[config.mk]
export PLATFORM = sky130hd
export DESIGN_NAME = return_address_stack_flat
export DESIGN_NICKNAME = d
export VERILOG_FILES = /design/src/rtl/return_address_stack_if.sv /design/src/rtl/return_address_stack.sv /design/src/flat_wrapper.sv
export SDC_FILE = /design/constraint.sdc
export NUM_CORES = 1
export LEC_CHECK = 0
export ABC_AREA = 1
export CORE_ASPECT_RATIO = 0.9
export CORE_MARGIN = 3
export CORE_UTILIZATION = 50
export CTS_CLUSTER_SIZE = 25
export DETAILED_ROUTE_END_ITERATION = 6
export PLACE_DENSITY = 0.69
export SLEW_MARGIN = 20
export SYNTH_ARGS = -nofsm -noshare
export SYNTH_HDL_FRONTEND = slang
export SYNTH_SLANG_ARGS = --single-unit
export TNS_END_PERCENT = 1
[constraint.sdc]
create_clock -name clk -period 4.3 [get_ports clk]
set_input_delay 0.645 -clock clk [delete_from_list [all_inputs] [get_ports clk]]
set_output_delay 0.645 -clock clk [all_outputs]
set_load 0.05 [all_outputs]
[src/rtl/return_address_stack_if.sv]
`default_nettype none
// ============================================================================
// Module      : return_address_stack_if
// Description : Fetch / branch-unit side bundle of the return address stack.
//               master : driven by fetch and the branch unit
//               slave  : the return address stack itself
//   push, pop, new_addr       fetch call/return prediction and push value
//   branch_fetched            record a pointer checkpoint
//   branch_retired, flush     retire / restore the oldest checkpoint
//   addr, valid, track_full   prediction and checkpoint back-pressure
// Revision    : 1.0 - initial release
// ============================================================================
interface return_address_stack_if;
    logic        push;
    logic        pop;
    logic [31:0] new_addr;
    logic        branch_fetched;
    logic        branch_retired;
    logic        flush;
    logic [31:0] addr;
    logic        valid;
    logic        track_full;

    modport master (
        output push, pop, new_addr, branch_fetched, branch_retired, flush,
        input  addr, valid, track_full
    );

    modport slave (
        input  push, pop, new_addr, branch_fetched, branch_retired, flush,
        output addr, valid, track_full
    );
endinterface
`default_nettype wire

[src/rtl/return_address_stack.sv]
`default_nettype none
// ============================================================================
// Module      : return_address_stack
// Description : Circular return address stack for the fetch-stage predictor.
//               Calls push, returns pop, call+return replaces the top entry.
//               With RAS_FLUSH_RECOVERY_EN defined, every predicted
//               instruction checkpoints {read_index, count} in a FIFO; a
//               flush restores the pointer from the oldest checkpoint.
//               Without the macro the checkpoint logic is absent and
//               track_full is tied low.
// Ports       : clk, rst (async, active-high)
//               bus : return_address_stack_if.slave
//                     (push, pop, new_addr, branch_fetched, branch_retired,
//                      flush in; addr, valid, track_full out)
// Parameters  : DEPTH       stack entries, power of two, >= 2
//               TRACK_DEPTH checkpoint FIFO depth, power of two
// Revision    : 1.0 - initial release
// ============================================================================
module return_address_stack #(
    parameter int DEPTH       = 8,
    parameter int TRACK_DEPTH = 8
) (
    input  wire logic               clk,
    input  wire logic               rst,
    return_address_stack_if.slave   bus
);

    localparam int c_IDX_W = (DEPTH > 1) ? $clog2(DEPTH) : 1;
    localparam int c_CNT_W = $clog2(DEPTH + 1);
    localparam logic [c_CNT_W-1:0] c_CNT_MAX = c_CNT_W'(DEPTH);
    localparam logic [c_IDX_W-1:0] c_IDX_ONE = c_IDX_W'(1);
    localparam logic [c_CNT_W-1:0] c_CNT_ONE = c_CNT_W'(1);

    logic [31:0]        r_stack [DEPTH];
    logic [c_IDX_W-1:0] r_idx;
    logic [c_CNT_W-1:0] r_cnt;

    logic [c_IDX_W-1:0] w_idx_upd;
    logic [c_CNT_W-1:0] w_cnt_upd;
    logic [c_IDX_W-1:0] w_idx_nxt;
    logic [c_CNT_W-1:0] w_cnt_nxt;
    logic               w_wr_en;
    logic [c_IDX_W-1:0] w_wr_idx;
    logic               w_stack_we;
    logic               w_nonempty;

    assign w_nonempty = (r_cnt != '0);

    // Speculative push/pop update, before any flush override.
    always_comb begin
        w_idx_upd = r_idx;
        w_cnt_upd = r_cnt;
        w_wr_en   = 1'b0;
        w_wr_idx  = r_idx + c_IDX_ONE;
        if (bus.push && bus.pop && w_nonempty) begin
            // Return-and-call: the return consumes the top, the call
            // replaces it in place.
            w_wr_en  = 1'b1;
            w_wr_idx = r_idx;
        end else if (bus.push) begin
            w_idx_upd = r_idx + c_IDX_ONE;
            w_wr_en   = 1'b1;
            w_wr_idx  = r_idx + c_IDX_ONE;
            if (r_cnt != c_CNT_MAX) begin
                w_cnt_upd = r_cnt + c_CNT_ONE;
            end
        end else if (bus.pop && w_nonempty) begin
            w_idx_upd = r_idx - c_IDX_ONE;
            w_cnt_upd = r_cnt - c_CNT_ONE;
        end
    end

`ifdef RAS_FLUSH_RECOVERY_EN
    localparam int c_TRK_W = (TRACK_DEPTH > 1) ? $clog2(TRACK_DEPTH) : 1;
    localparam int c_OCC_W = $clog2(TRACK_DEPTH + 1);
    localparam logic [c_OCC_W-1:0] c_OCC_MAX  = c_OCC_W'(TRACK_DEPTH);
    localparam logic [c_OCC_W-1:0] c_OCC_ONE  = c_OCC_W'(1);
    localparam logic [c_TRK_W-1:0] c_PTR_LAST = c_TRK_W'(TRACK_DEPTH - 1);
    localparam logic [c_TRK_W-1:0] c_PTR_ONE  = c_TRK_W'(1);

    logic [c_IDX_W-1:0] r_ck_idx [TRACK_DEPTH];
    logic [c_CNT_W-1:0] r_ck_cnt [TRACK_DEPTH];
    logic [c_TRK_W-1:0] r_head;
    logic [c_TRK_W-1:0] r_tail;
    logic [c_OCC_W-1:0] r_occ;
    logic               r_track_full;

    logic               w_fetch;
    logic               w_retire;
    logic [c_OCC_W-1:0] w_occ_nxt;
    logic [c_TRK_W-1:0] w_head_inc;
    logic [c_TRK_W-1:0] w_tail_inc;

    // Flush overrides every other request in the same cycle.
    assign w_fetch  = bus.branch_fetched && !bus.flush && !r_track_full;
    assign w_retire = bus.branch_retired && !bus.flush && (r_occ != '0);

    assign w_head_inc = (r_head == c_PTR_LAST) ? '0 : r_head + c_PTR_ONE;
    assign w_tail_inc = (r_tail == c_PTR_LAST) ? '0 : r_tail + c_PTR_ONE;

    always_comb begin
        w_occ_nxt = r_occ;
        if (bus.flush) begin
            w_occ_nxt = '0;
        end else begin
            case ({w_fetch, w_retire})
                2'b10:   w_occ_nxt = r_occ + c_OCC_ONE;
                2'b01:   w_occ_nxt = r_occ - c_OCC_ONE;
                default: w_occ_nxt = r_occ;
            endcase
        end
    end

    // The head checkpoint belongs to the flushing instruction; with no
    // checkpoint outstanding the pointer simply holds.
    always_comb begin
        w_idx_nxt = w_idx_upd;
        w_cnt_nxt = w_cnt_upd;
        if (bus.flush) begin
            if (r_occ != '0) begin
                w_idx_nxt = r_ck_idx[r_head];
                w_cnt_nxt = r_ck_cnt[r_head];
            end else begin
                w_idx_nxt = r_idx;
                w_cnt_nxt = r_cnt;
            end
        end
    end

    assign w_stack_we = w_wr_en && !bus.flush;

    always_ff @(posedge clk or posedge rst) begin
        if (rst) begin
            r_head       <= '0;
            r_tail       <= '0;
            r_occ        <= '0;
            r_track_full <= 1'b0;
        end else begin
            if (bus.flush) begin
                r_head <= '0;
                r_tail <= '0;
            end else begin
                if (w_fetch) begin
                    r_tail <= w_tail_inc;
                end
                if (w_retire) begin
                    r_head <= w_head_inc;
                end
            end
            r_occ        <= w_occ_nxt;
            r_track_full <= (w_occ_nxt == c_OCC_MAX);
        end
    end

    // Checkpoint payload holds the post-update pointer of this cycle.
    always_ff @(posedge clk) begin
        if (w_fetch) begin
            r_ck_idx[r_tail] <= w_idx_upd;
            r_ck_cnt[r_tail] <= w_cnt_upd;
        end
    end

    assign bus.track_full = r_track_full;

`ifndef SYNTHESIS
    always @(posedge clk) begin
        if (!rst) begin
            assert (!(bus.branch_fetched && !bus.flush && r_track_full))
                else $warning("branch_fetched dropped while track_full");
        end
    end
`endif
`else
    logic w_unused;

    assign w_unused       = ^{bus.branch_fetched, bus.branch_retired, bus.flush};
    assign w_idx_nxt      = w_idx_upd;
    assign w_cnt_nxt      = w_cnt_upd;
    assign w_stack_we     = w_wr_en;
    assign bus.track_full = 1'b0;
`endif

    always_ff @(posedge clk or posedge rst) begin
        if (rst) begin
            r_idx <= '0;
            r_cnt <= '0;
        end else begin
            r_idx <= w_idx_nxt;
            r_cnt <= w_cnt_nxt;
        end
    end

    // Stack storage is not reset; count gates its visibility.
    always_ff @(posedge clk) begin
        if (w_stack_we) begin
            r_stack[w_wr_idx] <= bus.new_addr;
        end
    end

    assign bus.addr  = w_nonempty ? r_stack[r_idx] : 32'd0;
    assign bus.valid = w_nonempty;

endmodule
`default_nettype wire

[src/flat_wrapper.sv]
// flat-port wrapper written by rule: the top's interface ports become plain ports
module return_address_stack_flat 
#(
    parameter int DEPTH       = 8,
    parameter int TRACK_DEPTH = 8
)
  (clk, rst, bus_push, bus_pop, bus_new_addr, bus_branch_fetched, bus_branch_retired, bus_flush, bus_addr, bus_valid, bus_track_full);
  return_address_stack_if bus_i ();
  input  wire logic clk;
  input  wire logic rst;
  input wire logic [$bits(bus_i.push)-1:0] bus_push;
  input wire logic [$bits(bus_i.pop)-1:0] bus_pop;
  input wire logic [$bits(bus_i.new_addr)-1:0] bus_new_addr;
  input wire logic [$bits(bus_i.branch_fetched)-1:0] bus_branch_fetched;
  input wire logic [$bits(bus_i.branch_retired)-1:0] bus_branch_retired;
  input wire logic [$bits(bus_i.flush)-1:0] bus_flush;
  output wire logic [$bits(bus_i.addr)-1:0] bus_addr;
  output wire logic [$bits(bus_i.valid)-1:0] bus_valid;
  output wire logic [$bits(bus_i.track_full)-1:0] bus_track_full;
  assign bus_i.push = bus_push;
  assign bus_i.pop = bus_pop;
  assign bus_i.new_addr = bus_new_addr;
  assign bus_i.branch_fetched = bus_branch_fetched;
  assign bus_i.branch_retired = bus_branch_retired;
  assign bus_i.flush = bus_flush;
  assign bus_addr = bus_i.addr;
  assign bus_valid = bus_i.valid;
  assign bus_track_full = bus_i.track_full;
  return_address_stack #(.DEPTH(DEPTH), .TRACK_DEPTH(TRACK_DEPTH)) u_core (.clk(clk), .rst(rst), .bus(bus_i));
endmodule
==> flow_metrics.py, run 1 <==
metrics = {
    "drt": {
        "ant_nets": 0,
        "num_vias": 7301,
        "drc": 0,
        "viasPerCell": 5.03,
        "postRouteWirelength_mm": 22.5,
        "drtPass1Iterations": 5,
        "drt_iter0_markers": 659,
        "wl_per_cell_um": 15.5,
    },
    "worst_setup_path": {
        "start_kind": "register",
        "cp_data_arrival_time_ns": 3.21,
        "r2r_start": "u_core.r_idx[0]",
        "end_kind": "primary output",
        "r2r_cells": 8,
        "critPathTopFamily": "buffers and inverters",
        "crit_path_frequent_cell": "nor2_1",
        "cp-startpoint": "u_core.r_idx[0]",
        "cp_num_cells": 8,
        "crit_path_max_fanout": 163,
        "slowest_delay_ns": 0.85,
        "worstSetupPathType": "reg -> out",
        "crit_path_end": "bus_addr[31]",
        "timing.rr.end": "u_core.r_stack[5][19]",
        "worst-endpoint-required_ns": 3.65,
        "reg2reg_slack_ns": 1.36,
        "cpMaxStageDelayCell": "clkdlybuf4s50_1",
        "path_cells": "buf_12 > nor2_1 > nor2_1 > o21ai_0 > nand2_1 > nor2_1 > nor2_1 > clkdlybuf4s50_1",
        "critPathBufInv": 2,
    },
    "logic_synthesis": {
        "ys_types": 25,
        "syn-num-nets": 1129,
        "postSynthCellCount": 1085,
        "synthArstFlopShare_pct": 2.66,
        "yosys_warnings": 0,
        "syn-cell-area_sq_um": 11300,
        "avgSynthCellArea_sq_um": 10.4,
        "ys.flop_type": "edfxtp_1",
        "ys_seq_area_share_pct": 69.4,
        "synth_edf_count": 256,
        "synth_seq_cells": 263,
    },
    "timing": {
        "finalMaxSlewViolations": 0,
        "fmax_mhz": 260,
        "finClkSkew_ns": 0.0181,
        "relSlewSlack_pct": 34.5,
        "min_period_over_period_pct": 89.6,
        "rsz0062_at_grt": "false",
        "tightest_slew_ns": 0.983,
        "final_hold_viol_count": 0,
        "setup_viol": 0,
        "layout_setup_ws_ns": 0.447,
        "post-route-min-period_ns": 3.85,
        "tns_ns": 0,
    },
    "layout": {
        "multi_input_area_sq_um": 2800,
        "nFillCells": 1779,
        "antenna_cells": 0,
        "area_growth_pct": 16.4,
        "final_cell_mix": "nor2_1, edfxtp_1, nand2_1, inv_1, nand3_1",
        "ff_latch_area_sq_um": 7870,
        "layout_commonest_cell": "nor2_1",
        "drive_gt1_share_pct": 6.21,
        "nets": 1189,
    },
    "place": {
        "pre_cts_ws_ns": 1.00,
        "dp_hpwl_mm": 12.5,
        "gp_congestion": 0.740,
        "portBuffers": 68,
    },
    "power_and_ir_drop": {
        "cellLeakagePower_nw": 5.24,
        "ir_worst_vdd_mv": 0.974,
        "powerDensity_nw_per_um2": 788,
    },
    "floorplan": {
        "rows": 51,
        "die_h_um": 149,
        "die_w_um": 165,
        "start_util_pct": 51.6,
        "dieArea_sq_um": 24500,
        "boundaryPins": 73,
        "core_sq_um": 22000,
    },
    "status": {
        "outcome": "completed",
    },
    "clock_tree": {
        "cts_resized": 0,
        "postCtsSetupRepairBufs": 0,
        "cts_root_buffer": "clkbuf_16",
        "cts_tree": "yes",
        "clk_pin_slew_ns": 0.06,
        "cts_buffers": 27,
        "htreeDepth": 1,
        "clock_path_buffers": 3,
        "clock_latency_ns": 0.55,
        "clkSinkCount": 263,
        "postCtsHoldBufs": 0,
    },
    "flow_run": {
        "max_cap_viol_count": 0,
    },
    "global_route": {
        "grt_pass1_wl_mm": 35.7,
        "antenna_found_initial": 0,
        "grt_max_degree": 164,
        "grt_usage_pct": 18.6,
        "grt_pass1_vias": 6770,
        "grt_overflow": 0,
    },
    "worst_hold_path": {
        "hold_class": "in -> async",
    },
}
-- stage by stage --
stage,hold slack (ns),instances,area [sq um],utilization [%],power [W]
after floorplan,0.448,1085,11300,-,0.00688
after global placement,0.525,1407,12400,56.4,0.00825
after detailed placement,0.522,1407,12400,56.4,0.00830
after CTS,0.344,1451,13200,60.1,0.0105
after global routing,0.369,1451,13200,60.1,0.0111
final,0.349,1451,13200,60.1,0.0104
-- cell families after synthesis --
kind of cell | share of synthesized area [%]
flops | 69.4
compound gates | 3.05
xor+xnor | 0.387
other cells | 0.0331
simple gates | 20.1
buf+inv | 6.35
fa+ha+maj | 0.619
-- cell type report --
class,instances,area share [%]
Sequential cell,263,59.7
Multi-Input combinational cell,659,21.3
Timing Repair Buffer,87,7.10
Clock buffer,29,5.18
Inverter,107,3.06
Tap cell,291,2.76
Clock inverter,15,0.939
-- state kept, by name (all words and copies together) (netlist names) --
| signal | flops |
|---|---|
| u_core.r_cnt | 4 |
| u_core.r_idx | 3 |
| u_core.r_stack | 256 |
-- Yosys cell counts, types with 2 or more instances --
cell      instances  area, sq um
xor2_1            3         26.3
dfrtp_1           7          175
ha_1              4         50.1
a21oi_1           2         10.0
nand2_1         233          875
nor2_1          267         1000
buf_4             7         52.6
buf_6             6         67.6
nand3b_1          2         15.0
inv_1           104          390
buf_2            26          130
nand3_1          74          370
inv_2             2         7.51
o21ai_1          20          100
buf_1             3         11.3
o21ai_0          47          235
xnor2_1           2         17.5
edfxtp_1        256         7690
clkbuf_1         13         48.8
nand2_2           2         12.5
-- power by group --
part	internal [W]	switching, W	leakage (nW)
logic	0.00145	0.00326	2.45
registers	0.00332	0.000215	2.40
clock network	0.00121	0.000936	0.390
total	0.00598	0.00441	5.24
-- how the worst min path moves through the flow --
stage,endpoint,slack (ns),depth (start not counted)
3_5_place_dp,u_core.r_cnt[2],0.52,2
5_1_grt,u_core.r_cnt[0],0.37,2
6_report,u_core.r_cnt[0],0.35,2
2_1_floorplan,u_core.r_cnt[0],0.45,1
3_3_place_gp,u_core.r_cnt[2],0.52,2
4_1_cts,u_core.r_cnt[1],0.34,2
-- routing by layer --
| metal | global-route usage [%] | wire length, um |
|---|---|---|
| met1 | 27.0 | 10300 |
| met2 | 29.3 | 10400 |
| met3 | 2.97 | 1180 |
| met4 | 6.00 | 604 |
| met5 | 0 | 0 |
Note: power is estimated with default switching activity, not from simulation.
==> run 2, diff against run 1 <==
Settings changed: TNS_END_PERCENT 1 to default.
==> results of run 2 <==
Same layout as run 1: the final DEF is identical, and so are final timing and power.
